### config.mk
export PLATFORM = sky130hd
export DESIGN_NAME = mult_share_arb
export DESIGN_NICKNAME = d
export VERILOG_FILES = /design/src/rtl/mult_share_arb.sv
export SDC_FILE = /design/constraint.sdc
export NUM_CORES = 1
export LEC_CHECK = 0
export ABC_AREA = 1
export CAP_MARGIN = 25
export CORE_ASPECT_RATIO = 0.6
export CORE_UTILIZATION = 42
export DETAILED_ROUTE_END_ITERATION = 7
export PLACE_DENSITY = 0.81
export SKIP_LAST_GASP = 1
export SLEW_MARGIN = 20
export SYNTH_ARGS = -nofsm -noshare
export SYNTH_HDL_FRONTEND = slang
export SYNTH_SLANG_ARGS = --single-unit
### constraint.sdc
create_clock -name clk -period 2.2 [get_ports clk]
set_input_delay 0.44 -clock clk [delete_from_list [all_inputs] [get_ports clk]]
set_output_delay 0.44 -clock clk [all_outputs]
set_load 0.02 [all_outputs]
### src/rtl/mult_share_arb.sv
// -----------------------------------------------------------------------------
// mult_share_arb
//
// Time-shares one external 8x8 signed Booth multiplier among N_REQ requesters.
// One operand pair is accepted at a time and the multiplier is pulsed to start.
// The controller then counts the 8 multiply steps, captures the 16-bit product
// and returns it, tagged with the owning requester ID, on a valid/ready channel.
//
// Ports:
//   clk, rst_n           clock (shared with multiplier), async active-low reset
//   req[N_REQ]           per-requester request, operands held until granted
//   a_in, b_in           packed operands, requester i uses bits [8i+7:8i]
//   gnt[N_REQ]           one-hot grant, combinational, high in the accept cycle
//   rsp_valid/rsp_ready  response handshake
//   rsp_id, rsp_prod     owner index and signed product of the response
//   mult_start           one-cycle start pulse to the multiplier
//   mult_multiplicand    registered operand A to the multiplier
//   mult_multiplier      registered operand B to the multiplier
//   mult_prod, mult_busy product and busy flag from the multiplier
//   err                  sticky: multiplier still busy at capture time
//
// Build option:
//   MULT_ARB_FIXED_PRIO_EN  defined   -> fixed priority, lowest index wins
//                           undefined -> round-robin (default)
// -----------------------------------------------------------------------------
module mult_share_arb #(
    parameter int N_REQ = 4,
    parameter int ID_W  = 2
) (
    input  logic               clk,
    input  logic               rst_n,
    input  logic [N_REQ-1:0]   req,
    input  logic [N_REQ*8-1:0] a_in,
    input  logic [N_REQ*8-1:0] b_in,
    output logic [N_REQ-1:0]   gnt,
    output logic               rsp_valid,
    input  logic               rsp_ready,
    output logic [ID_W-1:0]    rsp_id,
    output logic [15:0]        rsp_prod,
    output logic               mult_start,
    output logic [7:0]         mult_multiplicand,
    output logic [7:0]         mult_multiplier,
    input  logic [15:0]        mult_prod,
    input  logic               mult_busy,
    output logic               err
);

    typedef enum logic [2:0] {
        ST_IDLE  = 3'd0,
        ST_START = 3'd1,
        ST_WAIT  = 3'd2,
        ST_CAPT  = 3'd3,
        ST_RESP  = 3'd4
    } state_t;

    state_t          r_state;
    state_t          w_next;
    logic [ID_W-1:0] r_id;
    logic [ID_W-1:0] r_rsp_id;
    logic [ID_W-1:0] w_winner;
    logic [ID_W-1:0] w_idx;
    logic            w_any;
    logic            w_accept;
    logic [N_REQ-1:0] w_gnt;
    logic [ID_W+2:0] w_lane;
    logic [2:0]      r_cnt;
    logic            r_start;
    logic            r_valid;
    logic            r_err;
    logic [7:0]      r_a;
    logic [7:0]      r_b;
    logic [15:0]     r_prod;

`ifdef MULT_ARB_FIXED_PRIO_EN
    // Winner select: fixed priority; scanning downward leaves the lowest set index.
    always_comb begin
        w_any    = 1'b0;
        w_winner = '0;
        w_idx    = '0;
        for (int i = N_REQ - 1; i >= 0; i--) begin
            w_idx    = ID_W'(i);
            w_winner = req[w_idx] ? w_idx : w_winner;
            w_any    = w_any | req[w_idx];
        end
    end
`else
    logic [ID_W-1:0] r_ptr;

    // Winner select: round-robin starting just after the last winner; scanning
    // the offsets downward leaves the nearest requester after the pointer.
    always_comb begin
        w_any    = 1'b0;
        w_winner = '0;
        w_idx    = '0;
        for (int k = N_REQ; k >= 1; k--) begin
            w_idx    = ID_W'((int'(r_ptr) + k) % N_REQ);
            w_winner = req[w_idx] ? w_idx : w_winner;
            w_any    = w_any | req[w_idx];
        end
    end

    // Round-robin pointer: reset to the last index so requester 0 is favoured first.
    always_ff @(posedge clk or negedge rst_n) begin
        if (!rst_n) begin
            r_ptr <= ID_W'(N_REQ - 1);
        end else if (w_accept) begin
            r_ptr <= w_winner;
        end else begin
            r_ptr <= r_ptr;
        end
    end
`endif

    // Operand accept condition and byte offset of the winner's operands.
    always_comb begin
        w_accept = (r_state == ST_IDLE) && w_any;
        w_lane   = {w_winner, 3'b000};
    end

    // Next-state decode and combinational grant (only ever asserted in IDLE).
    always_comb begin
        w_next = r_state;
        w_gnt  = '0;
        case (r_state)
            ST_IDLE: begin
                if (w_any) begin
                    w_next          = ST_START;
                    // Gated by rst_n so outputs read zero while reset is held.
                    w_gnt[w_winner] = rst_n;
                end else begin
                    w_next = ST_IDLE;
                end
            end
            ST_START: begin
                w_next = ST_WAIT;
            end
            ST_WAIT: begin
                // Counter value 7 marks the 8th step edge: product final after it.
                if (r_cnt == 3'd7) begin
                    w_next = ST_CAPT;
                end else begin
                    w_next = ST_WAIT;
                end
            end
            ST_CAPT: begin
                w_next = ST_RESP;
            end
            ST_RESP: begin
                if (rsp_ready) begin
                    w_next = ST_IDLE;
                end else begin
                    w_next = ST_RESP;
                end
            end
            default: begin
                w_next = ST_IDLE;
            end
        endcase
    end

    // State register plus registered start/valid flags derived from the next state.
    always_ff @(posedge clk or negedge rst_n) begin
        if (!rst_n) begin
            r_state <= ST_IDLE;
            r_start <= 1'b0;
            r_valid <= 1'b0;
        end else begin
            r_state <= w_next;
            r_start <= (w_next == ST_START);
            r_valid <= (w_next == ST_RESP);
        end
    end

    // Operand and owner latch at the accept edge.
    always_ff @(posedge clk or negedge rst_n) begin
        if (!rst_n) begin
            r_a  <= 8'h00;
            r_b  <= 8'h00;
            r_id <= '0;
        end else if (w_accept) begin
            r_a  <= a_in[w_lane +: 8];
            r_b  <= b_in[w_lane +: 8];
            r_id <= w_winner;
        end else begin
            r_a  <= r_a;
            r_b  <= r_b;
            r_id <= r_id;
        end
    end

    // Multiply step counter: cleared in START, advanced on every WAIT edge.
    always_ff @(posedge clk or negedge rst_n) begin
        if (!rst_n) begin
            r_cnt <= 3'd0;
        end else if (r_state == ST_START) begin
            r_cnt <= 3'd0;
        end else if (r_state == ST_WAIT) begin
            r_cnt <= r_cnt + 3'd1;
        end else begin
            r_cnt <= r_cnt;
        end
    end

    // Product capture: mult_prod is only valid in CAPT since the multiplier keeps stepping.
    always_ff @(posedge clk or negedge rst_n) begin
        if (!rst_n) begin
            r_prod   <= 16'h0000;
            r_rsp_id <= '0;
            r_err    <= 1'b0;
        end else if (r_state == ST_CAPT) begin
            r_prod   <= mult_prod;
            r_rsp_id <= r_id;
            r_err    <= r_err | mult_busy;
        end else begin
            r_prod   <= r_prod;
            r_rsp_id <= r_rsp_id;
            r_err    <= r_err;
        end
    end

    assign gnt               = w_gnt;
    assign rsp_valid         = r_valid;
    assign rsp_id            = r_rsp_id;
    assign rsp_prod          = r_prod;
    assign mult_start        = r_start;
    assign mult_multiplicand = r_a;
    assign mult_multiplier   = r_b;
    assign err               = r_err;

endmodule

## Word level (Yosys, flattened, before mapping)

Cells that the tools add are included.

| word-level totals | value |
|---|---|
| flip-flop bits (word level) | 47 |
| input port bits | 88 |
| output and inout port bits | 41 |
| word-level logic and storage cells | 62 |

| cells by class | value |
|---|---|
| add/sub/neg operators | 5 |
| $lt $le $gt $ge | 6 |
| equal/unequal tests | 7 |
| shift operators | 2 |
| muxes and demuxes | 22 |
| bitwise gates (word level) | 5 |
| reduce and logical (&&, ||, !) cells | 4 |

Operators by type and width:

| operator | number |
|---|---|
| $shiftx 32x6->8 | 2 |
| $lt 2x3->1 const B | 5 |
| $pmux 3 s5 | 1 |
| $eq 3x3->1 const B | 3 |
| $mux 3 | 3 |
| $bmux 1 s2 | 4 |
| $mux 2 | 4 |
| $mux 4 | 2 |
| $mux 1 | 7 |
| $eq 3x1->1 const B | 2 |
| $eq 3x2->1 const B | 2 |
| $add 2x1->2 const B | 2 |
| $add 2x2->2 const B | 2 |
| $and 4x4->4 | 1 |
| $or 1x1->1 | 4 |
| $add 3x1->3 const B | 1 |
| $logic_not 3->1 | 1 |
| $demux 1 s2 | 1 |
| $ge 2x1->1 const B | 1 |
| $logic_and 1x1->1 | 2 |
| $reduce_bool 2->1 | 1 |

## Depth between registers and ports, before layout

| depth | value |
|---|---|
| word-level depth | 14 |
| gate-level depth with buffers | 17 |
| mapped depth without buffers | 15 |

## Worst setup path before layout

OpenSTA, ideal clock, no wires.

| timing path | value |
|---|---|
| kind | register to output |
| start | register r_ptr[0] |
| end | output port gnt[2] |
| arrival | 1.941 ns |
| required time | 1.760 ns |
| setup slack | -0.181 ns |
| stages on the path, launching flop included | 12 |
| buffers on the path | 2 |
| path through | dfstp_2 buf_6 inv_6 nand2_1 and2_1 o21ai_1 nand2_1 nand2_1 nand2_4 clkinv_2 buf_6 nor3_1 |

| between the ends | value |
|---|---|
| cells in the longest elaborated chain, start to end | 14 |
| elaborated cells between the ends (all ways) | 27 |
| classes of those cells | 4 x add/sub; 2 x order compare; 16 x mux; 4 x bitwise; 1 x reduce/logical |

Ends and longest elaborated chain:

| what | RTL line | RTL |
|---|---|---|
| start: declaration | 87 | `logic [ID_W-1:0] r_ptr;` |
| start signal: assignment | 105 | `r_ptr <= ID_W'(N_REQ - 1);` |
| start signal: assignment | 107 | `r_ptr <= w_winner;` |
| start signal: assignment | 109 | `r_ptr <= r_ptr;` |
| $add 2x1->2 | 96 | `w_idx = ID_W'((int'(r_ptr) + k) % N_REQ);` |
| $bmux 1 s2 | 97, 98 |  |
| $mux 1 (implied by the code) | 97, 98 |  |
| $mux 2 (4 in a row) | 97 | `w_winner = req[w_idx] ? w_idx : w_winner;` |
| $lt 2x3->1 (implied by the code) or $ge 2x1->1 (tied branches) | 129 | `w_gnt[w_winner] = rst_n;` |
| $logic_and 1x1->1 (implied by the code) | 129 |  |
| $mux 1 (implied by the code) | 129 |  |
| $demux 1 s2 | 129 |  |
| $and 4x4->4 (no source line) | n/a |  |
| $mux 4 (*) | 126 | `if (w_any) begin` |
| $mux 4 (*) | 124 | `case (r_state)` |
| end: declaration | 35 | `output logic [N_REQ-1:0] gnt,` |

Mark *: on every way between the ends. The rest lies on a longest branch, timed or not. The select of a mux whose other input is x is not followed.

## Worst setup path in the final report

| timing path | value |
|---|---|
| start | register r_ptr[0] |
| end | output port gnt[0] |

The elaborated chain is that of the path after synthesis.

==> results <==
- Ranked by total cell area, the synthesized netlist is headed by sky130_fd_sc_hd__dfrtp_1 40%, sky130_fd_sc_hd__nand2_1 21%, sky130_fd_sc_hd__nand3_1 7.4%, sky130_fd_sc_hd__mux2_2 6.4%, sky130_fd_sc_hd__nand3b_1 4.2%.
- The wire length reported by the detailed router is around 8800 microns.
- The path class of the tightest hold or removal check is input port to async pin.
- Of all nets on the critical path, the largest fanout is 6.
- Cells with a size suffix above 1 make up 24.0% of the layout.
- After clock tree synthesis, the clock-pin slew on the worst setup and hold paths is 90 ps.
- The run finished, with violations left.
- The routed layout has 2,990 vias.
- In the detailed route, the total length drawn on met2 is around 4200 microns.
- The worst register-to-register path has a depth of 16.
- The overall global routing resource usage is 24.0%.
- The wire length of the first global-routing pass is 13,000 microns.
- Setup repair after global routing could not meet its margin everywhere.
- Across the routed clock network, the largest skew measured is around 12 ps.
- The number of global-route vias before repair is roughly 2,900.
- Across the VDD grid, the largest voltage drop is 974 uV.
- From left edge to right edge, the die measures 108 microns.
- The worst register-to-register path ends at r_id[0]$_DFFE_PN0P_.
- In this run the critical register-to-register path is launched from r_ptr[0]$_DFFE_PN1P_.
- Walking the worst path, the cells encountered are clkinv_4 -> nand2_2 -> nand2_2 -> nand2_2 -> nand2_2 -> nand2_1 -> nand2_2 -> nand2_4 -> nand2_8 -> buf_4 -> nor2_2 -> buf_6.
- For this run, asynchronously set or reset flops after synthesis account for 100%.
- The share of the Yosys chip area taken by registers is 41.6%.
- In the routed design, unresolved DRC markers number 0.
- The number of vias per cell is 4.88.
- The finished layout holds 613 standard cells, fillers aside.
- The initial antenna violation count came to 0.
- The number of search-and-repair iterations in the first detailed-routing pass is 4.
- The worst-skew pair later-pin latency is 310 ps.
- The number of hold violations in the final report is 0.
- Dividing the final minimum period by the clock period gives 119%.
- Summing every instance area after synthesis gives 2830 sq um.
- The top cell type's share of synthesized area is 39.7%.
- For this design the top-level I/O count stands at 129.
- The highest layer touched by signal routing is met4.
- The kind of start point of the critical path is a flip-flop.
- The signal arrival time at the worst endpoint is between 2000 and 2500 ps.
- The area of the core is 6300 sq um.
- Prior to clock tree synthesis, the placed netlist has a worst setup slack of -786 ps.
- The flip-flop cell with the highest count after synthesis is sky130_fd_sc_hd__dfrtp_1.
- The count of different cell masters after synthesis is 30.
- Once detailed placement completed, the half-perimeter wirelength came to 6190 microns.
- The final routed wire length divided by cell count is 14.3 microns.
- The clock passes through at most 2 buffers.
- The stage delay of the slowest cell on the critical path is 630 ps.
- The register bit count reported by yosys is 47.
- The routed length on met1 is 3920 microns.
- The final layout net count is around 600.
- Synthesis produced a netlist whose cell count is 372.
- The power density of the placed cells is 1810 nW/um^2.
- The cell family contributing the most delay on the critical path is simple AND/OR/NAND/NOR gates.
- In the post-synthesis netlist, the cell with the most instances is sky130_fd_sc_hd__nand2_1.
- The met3 wire length is 577 microns.
- The count of max-cap constraint violations is 0.
- In this run, placement finished with an instance count of 590.
- The cell that appears most often on the critical path is sky130_fd_sc_hd__nand2_2.
- The critical path buffer and inverter count is 3.
- The total negative setup slack is -4380 ps.
- The number of buffers inserted by hold repair at cts is 0.
- A synthesized cell averages between 7 and 8 sq um.
- The final worst setup slack is -416 ps.
- The total clock buffers created by CTS is 5.
- The critical-path cell with the highest stage delay is sky130_fd_sc_hd__dfstp_2.
- Synthesis produced a netlist with a net count of 462.
- The floorplan has 22 rows.
- The area overhead of the layout relative to synthesis is 71.2%.
- The number of antenna diodes is 0.
- The total of warnings raised by yosys is 0.
- In this run the tightest slew margin relative to its limit is between 60% and 70%.
- The largest area contributor in the netlist is sky130_fd_sc_hd__dfrtp_1.
- The standby leakage power is 2.39 nW.
- The placer congestion estimate is 0.913.
- The root buffer selected by CTS is sky130_fd_sc_hd__clkbuf_8.
- Once detail routing completed, the nets flagged for antenna violations numbered 0.
- Cells fill 77.0% of the core in the end.
- The total overflow left after global routing is 0.
- The final critical-path required period is ~2600 ps.
- The final setup violation count is 22.
- The die extent in y is between 60 and 70 microns.
- The effective utilization at floorplan is 45.0%.
- Clock tree synthesis found a total of 47 sinks.
- The element type at the critical path end is an output pin.
- The fmax is 0.382 GHz.
- The first routing iteration left approximately 180 violations.
- For flop-to-flop paths, the worst setup slack is -230 ps.
- The max-slew violation total from the final report is 0.
- The clock tree from TritonCTS is yes.
- The number of enable-type register cells in the synthesized netlist is 0.
- Entering global routing, the biggest net connects 43 pins.
- At the pin with the least slew margin, the transition time is 540 ps.
- The worst endpoint required time is between 1500 and 2000 ps.
- The die covers 7090 sq um.
- After synthesis, the most frequently instantiated cells are 155 x sky130_fd_sc_hd__nand2_1, 45 x sky130_fd_sc_hd__dfrtp_1, 42 x sky130_fd_sc_hd__nand3_1.
- Input and output buffers added on the ports amount to 128.
- The final reports fail on setup timing.
- The worst setup path is of the flip-flop to output pin kind.
- The total number of H-tree levels is 2.
-- cell usage in the layout, fill, tap and decap left out, types with 2 or more instances in the layout --
cell                              instances
sky130_fd_sc_hd__o31ai_1                  2
sky130_fd_sc_hd__clkdlybuf4s50_1        122
sky130_fd_sc_hd__mux2_2                  16
sky130_fd_sc_hd__dfrtp_1                 45
sky130_fd_sc_hd__nand2_2                 25
sky130_fd_sc_hd__nand3_2                  2
sky130_fd_sc_hd__o21ai_0                  5
sky130_fd_sc_hd__clkinv_4                 3
sky130_fd_sc_hd__nor2_4                   2
sky130_fd_sc_hd__nand2_1                131
sky130_fd_sc_hd__nand3_1                 39
sky130_fd_sc_hd__buf_12                   6
sky130_fd_sc_hd__buf_4                   25
sky130_fd_sc_hd__buf_6                    7
sky130_fd_sc_hd__dfstp_2                  2
sky130_fd_sc_hd__inv_1                   30
sky130_fd_sc_hd__clkbuf_8                 5
sky130_fd_sc_hd__nand2_4                 18
sky130_fd_sc_hd__inv_2                    2
sky130_fd_sc_hd__nand3b_1                16
sky130_fd_sc_hd__clkbuf_16                3
sky130_fd_sc_hd__o21ai_1                  4
sky130_fd_sc_hd__ha_1                     2
-- repair_timing --
action                                  CTS  global route
setup buffers                             6             9
gates cloned                              0             3
gates resized for setup                  41            48
pin swaps                                 8            18
endpoints found under the setup margin    4            20
-- report_power, final --
| part | switching [mW] | leakage [nW] | total, mW | internal, mW |
|---|---|---|---|---|
| registers | 0.262 | 0.569 | 1.58 | 1.32 |
| clock network | 0.301 | 0.0581 | 0.639 | 0.338 |
| logic | 3.50 | 1.76 | 6.57 | 3.07 |
| total | 4.06 | 2.39 | 8.79 | 4.73 |
-- worst reg2reg max path: cells and delay by family, from the launching register on --
kind / cells / cell delay [ps]
AOI/OAI and AO/OA: 1 / 90
DFF: 1 / 630
and+or+nand+nor: 9 / 780
buffers and inverters: 6 / 820
-- metrics by stage --
stage          hold WS [ps]  total power [mW]  cell area (sq um)
5_1_grt                 190              9.42               4850
3_3_place_gp            423              6.54               4270
4_1_cts                 163              7.64               4510
3_5_place_dp            425              6.65               4270
2_1_floorplan           144              4.96               2850
6_report                197              8.79               4850
-- routing by layer --
| layer | vias to the layer above | GRT usage [%] |
|---|---|---|
| li1 | 1483 | - |
| met1 | 1379 | 31.6 |
| met2 | 116 | 40.2 |
| met3 | 12 | 4.96 |
| met4 | 0 | 6.16 |
| met5 | - | 0 |
-- registers in the layout, summed over array words and instances (netlist names) --
signal,cells
rsp_prod,16
r_cnt,3
mult_multiplicand,8
r_state,3
r_id,2
r_ptr,2
rsp_id,2
mult_start,1
rsp_valid,1
err,1
mult_multiplier,8
-- how the worst max path moves through the flow --
| stage | startpoint | endpoint | slack, ps | depth (start not counted) |
|---|---|---|---|---|
| floorplan | r_ptr[0]$_DFFE_PN1P_ | gnt[2] | -20 | 11 |
| global placement | req[1] | gnt[3] | -720 | 12 |
| detailed placement | req[3] | gnt[1] | -790 | 12 |
| CTS | r_ptr[0]$_DFFE_PN1P_ | gnt[1] | -310 | 11 |
| global route | r_ptr[0]$_DFFE_PN1P_ | gnt[1] | -510 | 12 |
| finish | r_ptr[0]$_DFFE_PN1P_ | gnt[0] | -420 | 12 |
-- cell type report --
class / count / area, sq um
timing repair buffer: 166 / 1720
clock inverter: 3 / 43.8
sequential: 47 / 1180
clock buffer: 5 / 68.8
tap: 84 / 105
fill: 458 / 1450
multi-input combinational: 273 / 1600
inverter: 35 / 144
-- kinds of logic after synthesis --
family / Yosys count / synth area share [%]
buf+inv: 52 / 9.27
mux: 16 / 6.36
simple gates: 240 / 38.9
flops: 47 / 41.6
compound gates: 15 / 3.05
fa+ha+maj: 2 / 0.883
Note: power is estimated with default switching activity, not from simulation.
